$ cat src/rtl/coin_refund_dispenser.sv
// coin_refund_dispenser: returns latched credit one coin at a time via hopper.
// Define REFUND_RETRY_EN to re-pulse once before declaring a hopper fault.
module coin_refund_dispenser #(
  parameter int CREDIT_W     = 3,
  parameter int PULSE_CYCLES = 4,
  parameter int GAP_CYCLES   = 4,
  parameter int ACK_TIMEOUT  = 15
) (
  input  logic                clk,
  input  logic                rst_n,
  input  logic [CREDIT_W-1:0] credit_in,
  input  logic                refund_req,
  input  logic                hopper_ack,
  input  logic                fault_clr,
  output logic                eject,
  output logic                credit_clr,
  output logic [CREDIT_W-1:0] coins_left,
  output logic                busy,
  output logic                done,
  output logic                fault
);

  typedef enum logic [2:0] {
    S_IDLE,
    S_EJECT,
    S_WAIT,
    S_GAP,
    S_DONE,
    S_FAULT
  } state_t;

  localparam logic [7:0] PULSE_END = 8'(PULSE_CYCLES - 1);
  localparam logic [7:0] GAP_END   = 8'(GAP_CYCLES - 1);
  localparam logic [7:0] ACK_END   = 8'(ACK_TIMEOUT - 1);

  state_t     state;
  logic       req_q;
  logic [7:0] cnt;
  logic       req_rise;
  logic       last_coin;

`ifdef REFUND_RETRY_EN
  logic       retried;
`endif

  assign req_rise  = refund_req & ~req_q;
  assign last_coin = (coins_left <= CREDIT_W'(1));

  // Outputs follow the state one clock later; credit_clr tracks the latch.
  always_ff @(posedge clk) begin
    if (!rst_n) begin
      state      <= S_IDLE;
      req_q      <= 1'b0;
      cnt        <= '0;
      coins_left <= '0;
      eject      <= 1'b0;
      credit_clr <= 1'b0;
      busy       <= 1'b0;
      done       <= 1'b0;
      fault      <= 1'b0;
`ifdef REFUND_RETRY_EN
      retried    <= 1'b0;
`endif
    end else begin
      req_q      <= refund_req;
      credit_clr <= 1'b0;
      eject      <= (state == S_EJECT);
      busy       <= (state != S_IDLE) && (state != S_FAULT);
      done       <= (state == S_DONE);
      fault      <= (state == S_FAULT);
      unique case (state)
        S_IDLE: begin
          if (req_rise) begin
            cnt <= '0;
            if (credit_in == '0) begin
              state <= S_DONE;
            end else begin
              coins_left <= credit_in;
              credit_clr <= 1'b1;
              state      <= S_EJECT;
`ifdef REFUND_RETRY_EN
              retried    <= 1'b0;
`endif
            end
          end
        end
        S_EJECT: begin
          if (cnt == PULSE_END) begin
            cnt   <= '0;
            state <= S_WAIT;
          end else begin
            cnt <= cnt + 8'd1;
          end
        end
        S_WAIT: begin
          // An ack on the final allowed cycle still counts the coin.
          if (hopper_ack) begin
            cnt   <= '0;
            state <= last_coin ? S_DONE : S_GAP;
            if (coins_left != '0)
              coins_left <= coins_left - CREDIT_W'(1);
`ifdef REFUND_RETRY_EN
            retried <= 1'b0;
`endif
          end else if (cnt == ACK_END) begin
            cnt <= '0;
`ifdef REFUND_RETRY_EN
            if (!retried) begin
              retried <= 1'b1;
              state   <= S_EJECT;
            end else begin
              state <= S_FAULT;
            end
`else
            state <= S_FAULT;
`endif
          end else begin
            cnt <= cnt + 8'd1;
          end
        end
        S_GAP: begin
          if (cnt == GAP_END) begin
            cnt   <= '0;
            state <= S_EJECT;
          end else begin
            cnt <= cnt + 8'd1;
          end
        end
        S_DONE: state <= S_IDLE;
        S_FAULT: begin
          if (fault_clr)
            state <= S_IDLE;
        end
        default: state <= S_IDLE;
      endcase
    end
  end

endmodule

$ cat config.mk
export PLATFORM = sky130hd
export DESIGN_NAME = coin_refund_dispenser
export DESIGN_NICKNAME = d
export VERILOG_FILES = /design/src/rtl/coin_refund_dispenser.sv
export SDC_FILE = /design/constraint.sdc
export NUM_CORES = 1
export LEC_CHECK = 0
export BUFFER_PORTS_ARGS = -buffer_cell sky130_fd_sc_hd__buf_2
export CAP_MARGIN = 20
export CORE_MARGIN = 8
export CORE_UTILIZATION = 32
export DETAILED_ROUTE_END_ITERATION = 10
export MAX_ROUTING_LAYER = met4
export PLACE_DENSITY = 0.51
export SYNTH_ARGS = -nofsm -noshare
export SYNTH_HDL_FRONTEND = slang
export SYNTH_SLANG_ARGS = --single-unit
$ cat constraint.sdc
create_clock -name clk -period 2.2 [get_ports clk]
set_input_delay 0.22 -clock clk [delete_from_list [all_inputs] [get_ports clk]]
set_output_delay 0.22 -clock clk [all_outputs]
set_load 0.03 [all_outputs]
Word-level counts from Yosys, hierarchy flattened:

Cells that the tools add are included.
Widths: inputs -> output; s select.

* equal/unequal tests: 16
* shifts and indexed selects: 0
* muxes and demuxes: 20
* magnitude comparators: 1
* bitwise logic cells: 2
* div/mod/pow operators: 0
* add/subtract/negate cells: 2
* $mul: 0
* reductions and logical operators: 12

Operators by type and width (count)
* $mux 3: 12
* $mux 8: 4
* $pmux 8 s3: 1
* $pmux 3 s5: 1
* $ne 2x2->1 const B: 6
* $reduce_and 5->1: 2
* $reduce_bool 3->1: 3
* $add 8x1->8 const B: 1
* $eq 8x2->1 const B: 1
* $eq 8x4->1 const B: 1
* $eq 3x2->1 const B: 2
* $eq 3x3->1 const B: 2
* $logic_not 3->1: 2
* $ne 3x3->1 const B: 2
* $pmux 3 s2: 1
* $eq 3x1->1 const B: 1
* $le 3x1->1 const B: 1
* $reduce_and 3->1: 1
* $sub 3x1->3 const B: 1
* $ne 2x1->1 const B: 1
* $reduce_and 2->1: 1
* $reduce_bool 2->1: 1
* $reduce_or 2->1: 1
* $and 1x1->1: 1
* 3 further kinds: 3

* output and inout bits: 8
* bits in latches: 0
* memories: 0
* bits in registers: 20
* memory bits (read-only): 0
* RAM bits: 0
* input bits: 8
* word-level logic and storage cells: 62

Depth between registers and ports, before layout:

* depth in word-level cells: 4
* gate-level depth with buffers: 8
* mapped depth without buffers: 7

Worst setup path after synthesis:

Ideal clock, no wire load.

* kind: reg-to-reg
* start: register state[2]
* end: register state[2]
* clock period less this slack: 1758 ps
* data arrival time: 1643 ps
* buffers on the path: 3
* required time: 2085 ps
* stages on the path, launching flop included: 9
* setup slack: 442 ps
* library setup time: 115 ps
* cells stage by stage: dfxtp_1 buf_6 or3b_1 buf_4 a311oi_2 a21o_2 buf_6 nor3_1 o21a_1

* longest elaborated chain between the ends: 3
* elaborated cells on any way between the ends: 12
* those cells by class: eq/ne (9); mux (1); reduce/logical (2)

Ends and longest elaborated chain
* start: declaration: line 36 `state_t state;`
* start signal: assignment: line 99 `state <= last_coin ? S_DONE : S_GAP;`
* $eq 3x2->1 (tied with other cells): line 71 `unique case (state)`
* $ne 3x3->1 (no line) (tied with other cells)
* $reduce_and 5->1 (no line)

Several ways; a longest one is shown, not always the timed one.
A chain may end at the register's enable or synchronous reset.

Worst setup path after layout:

* start: register state[2]
* end: register cnt[3]

* longest elaborated chain between the ends: 4
* elaborated cells on any way between the ends: 9
* those cells by class: eq/ne (4); mux (1); reduce/logical (4)

Ends and longest elaborated chain
* $eq 3x1->1 or $eq 3x2->1 (tied branches): line 71
* $reduce_or 2->1 (no line)
* $reduce_bool 3->1 (no line)
* $reduce_and 2->1 (no line)
* end signal: assignment: line 92 `cnt <= cnt + 8'd1;`
* end signal: assignment: line 118 `cnt <= cnt + 8'd1;`
* end signal: assignment: line 126 `cnt <= cnt + 8'd1;`
* end: declaration: line 38 `logic [7:0] cnt;`

Several ways; a longest one is shown, not always the timed one.

==> results.toml <==
[power]
p_switching_mw = 0.225
pwr-share-clk_pct = 28.6
power.leakage_nw = 0.496
p_int_mw = 0.536
combPwrFrac_pct = 19.0
swShare_pct = 29.6
powerDensity_nw_per_um2 = 629
seq_power_share_pct = 52.3
ir_drop_uv = 366

[layout]
nNetsFinal = 156
n_antenna_cell = 0
area_delta_synth_final_pct = 12.9
fillers = 351
drive_above_1_share_pct = 17.5

[worst_hold_path]
holdPathStages = 2
hold_class = "in -> reg"
worstHoldStart = "refund_req"
holdPathEnd = "req_q"

[setup_path]
reg2reg_to = "cnt[3]"
critPathCaptureType = "register"
cp-startpoint = "state[2]"
criticalPathCategory = "reg -> reg"
critPathLaunchType = "register"
r2r_slack_ps = 250
r2r_start = "state[2]"
cp.arrival_ps = 2190
cp_data_required_time_ps = 2430
worstPathMaxFanout = 12
rr_worst_depth = 5

[sta]
rsz0062_at_grt = "false"
max_slew.worst_pin.slew_ps = 446
drv_slew = 0
fin_crit_ps = 1950
tns_ps = 0
fin_hold_ws_ps = 119
fmax_mhz = 512
finalSetupViolCount = 0
hold_viol = 0
min_period_over_period_pct = 88.8
slew_headroom_pct = 70.0
clock_skew_ps = 5.14

[global_routing]
antenna_found_initial = 0
grt_pass1_wl_mm = 4.04
overflow = 0
grt_util_all_layers_pct = 9.62
grt_max_degree = 18
grt_pass1_vias = 892

[floorplan]
die_x_um = 73.9
fp.dieH_um = 73.9
initial_core_util_pct = 32.6
rows = 21
io_pins = 16
die_area_sq_um = 5450
coreArea_sq_um = 3280

[yosys]
synthSimpleGateAreaFrac_pct = 28.4
synth_ff_type = "dfxtp_1"
ys_ff_latch = 20
synthMuxAreaShare_pct = 0.935
ys_async_sr_fraction_pct = 0
synth_edf_count = 0
ys_seq_area_share_pct = 37.4
synth_nets = 141
synth.avg_cell_area_sq_um = 8.30
ys_warn_count = 0
synth_compound_area_share_pct = 20.6
synth_top_family_by_area = "simple AND/OR/NAND/NOR gates"
synth-adder-area-share_pct = 4.67
synth_area_sq_um = 1070
synth_xor_area_share_pct = 1.64
ys_types = 43
syn_inst = 129

[job]
max_cap_violations = 0

[route]
route.detailed.drc = 0
drtPass1Iterations = 4
vias = 935
wl_per_cell_um = 12.4
via_per_inst = 4.95
drt-initial-drc-count = 56
ant_nets = 0
drt_wl_total_mm = 2.34

[cts]
cts.sinks = 20
h-tree-depth = 1
clk_pin_slew_worst_paths_ps = 120
cts-root-buf = "clkbuf_4"
hold_buffers = 0
cts_tree = "built"
ctsResizeCount = 0
post_cts_buffers = 0
clockBufferDepth = 2
cts_made_buffers = 3
worst_skew_pair.late_latency_ps = 300

[place]
dp_hpwl_mm = 1.71
gp_routability_congestion = 0.785
port_buffers = 15

[outcome]
outcome = "complete, no violations"
## worst max-delay path by stage
| stage | endpoint |
|---|---|
| detailed placement | cnt[3] |
| floorplan | state[2] |
| global route | cnt[3] |
| global placement | cnt[3] |
| finish | cnt[3] |
| CTS | cnt[3] |
## cells by family (layout without fill, tap and decap cells)
logic type	after synthesis	after routing
and+or+nand+nor	57	57
AOI/OAI and AO/OA	32	32
DFF	20	20
buffers and inverters	13	27
adders and majority gates	4	4
xor gates and xnor gates	2	2
muxes	1	1
## flip-flops by register name, summed over array words and instances, names as in the netlist
register and cells:
fault 1, credit_clr 1, req_q 1, coins_left 3, busy 1, done 1
cnt 8, state 3, eject 1
## Yosys cell counts (2+ instances only)
| cell type | number | area share [%] |
|---|---|---|
| and2_1 | 3 | 1.8 |
| and3_1 | 2 | 1.2 |
| a31oi_1 | 5 | 2.9 |
| xor2_1 | 2 | 1.6 |
| and4b_1 | 2 | 1.9 |
| dfxtp_1 | 20 | 37 |
| nor3_1 | 6 | 2.8 |
| o21ai_1 | 5 | 2.3 |
| ha_1 | 4 | 4.7 |
| nor4_1 | 2 | 1.2 |
| inv_1 | 5 | 1.8 |
| nand3_1 | 5 | 2.3 |
| nand2b_1 | 7 | 4.1 |
| o21ai_0 | 2 | 0.93 |
| nor2b_1 | 2 | 1.2 |
| a21oi_1 | 7 | 3.3 |
| nand2_1 | 10 | 3.5 |
| nor2_1 | 12 | 4.2 |
| clkbuf_1 | 3 | 1.1 |
| buf_6 | 2 | 2.1 |
## area by class of cell
| cell class | instances | area (sq um) | area share, % |
|---|---|---|---|
| Multi-Input combinational cell | 96 | 602 | 49.8 |
| Sequential cell | 20 | 400 | 33.1 |
| Timing Repair Buffer | 17 | 90.1 | 7.45 |
| Tap cell | 46 | 57.6 | 4.76 |
| Clock buffer | 4 | 36.3 | 3.00 |
| Inverter | 6 | 22.5 | 1.86 |
## per-stage QoR
step | total power [mW] | setup slack, ps | cell area [sq um] | utilization (%) | cells
finish | 0.761 | 246 | 1210 | 36.8 | 189
global route | 0.808 | 122 | 1210 | 36.8 | 189
CTS | 0.775 | 252 | 1210 | 36.8 | 189
detailed placement | 0.552 | 277 | 1170 | 35.7 | 185
global placement | 0.550 | 322 | 1170 | 35.7 | 185
floorplan | 0.514 | 442 | 1070 | - | 129
## worst max-delay path, stage by stage, from the launching register on
cell      delay (ps)
dfxtp_1          410
or3b_1           570
a311oi_2         320
a21o_2           260
nand2_1          130
o22ai_1          190
## layout by cell type (no fill, tap or decap), types with 2 or more instances in the layout
| cell type | netlist | layout |
|---|---|---|
| xor2_1 | 2 | 2 |
| nand3_1 | 5 | 5 |
| o21ai_0 | 2 | 2 |
| nand2b_1 | 7 | 7 |
| clkbuf_4 | 0 | 3 |
| and4b_1 | 2 | 2 |
| dfxtp_1 | 20 | 20 |
| nor3_1 | 6 | 6 |
| nor2b_1 | 2 | 2 |
| and3_1 | 2 | 2 |
| ha_1 | 4 | 4 |
| and2_1 | 3 | 3 |
| a21oi_1 | 7 | 7 |
| a31oi_1 | 5 | 5 |
| o21ai_1 | 5 | 5 |
| nor2_1 | 12 | 12 |
| buf_4 | 1 | 2 |
| buf_2 | 1 | 15 |
| inv_1 | 5 | 5 |
| nand2_1 | 10 | 10 |
| nor4_1 | 2 | 2 |
## metal layers
layer	global-route usage [%]	vias to the layer above	wire, um
met5	-	-	0
met4	2.00	0	17
met3	3.68	2	151
met2	14.4	18	1040
met1	12.0	421	1130
li1	-	494	-
## power by group through the flow
| stage | logic, mW | registers [mW] | clock network, mW |
|---|---|---|---|
| finish | 0.145 | 0.398 | 0.218 |
| global route | 0.165 | 0.401 | 0.243 |
| CTS | 0.147 | 0.398 | 0.230 |
| detailed placement | 0.146 | 0.406 | 0 |
| global placement | 0.145 | 0.405 | 0 |
| floorplan | 0.0988 | 0.416 | 0 |
No activity file was read; power rests on OpenSTA's default activity.
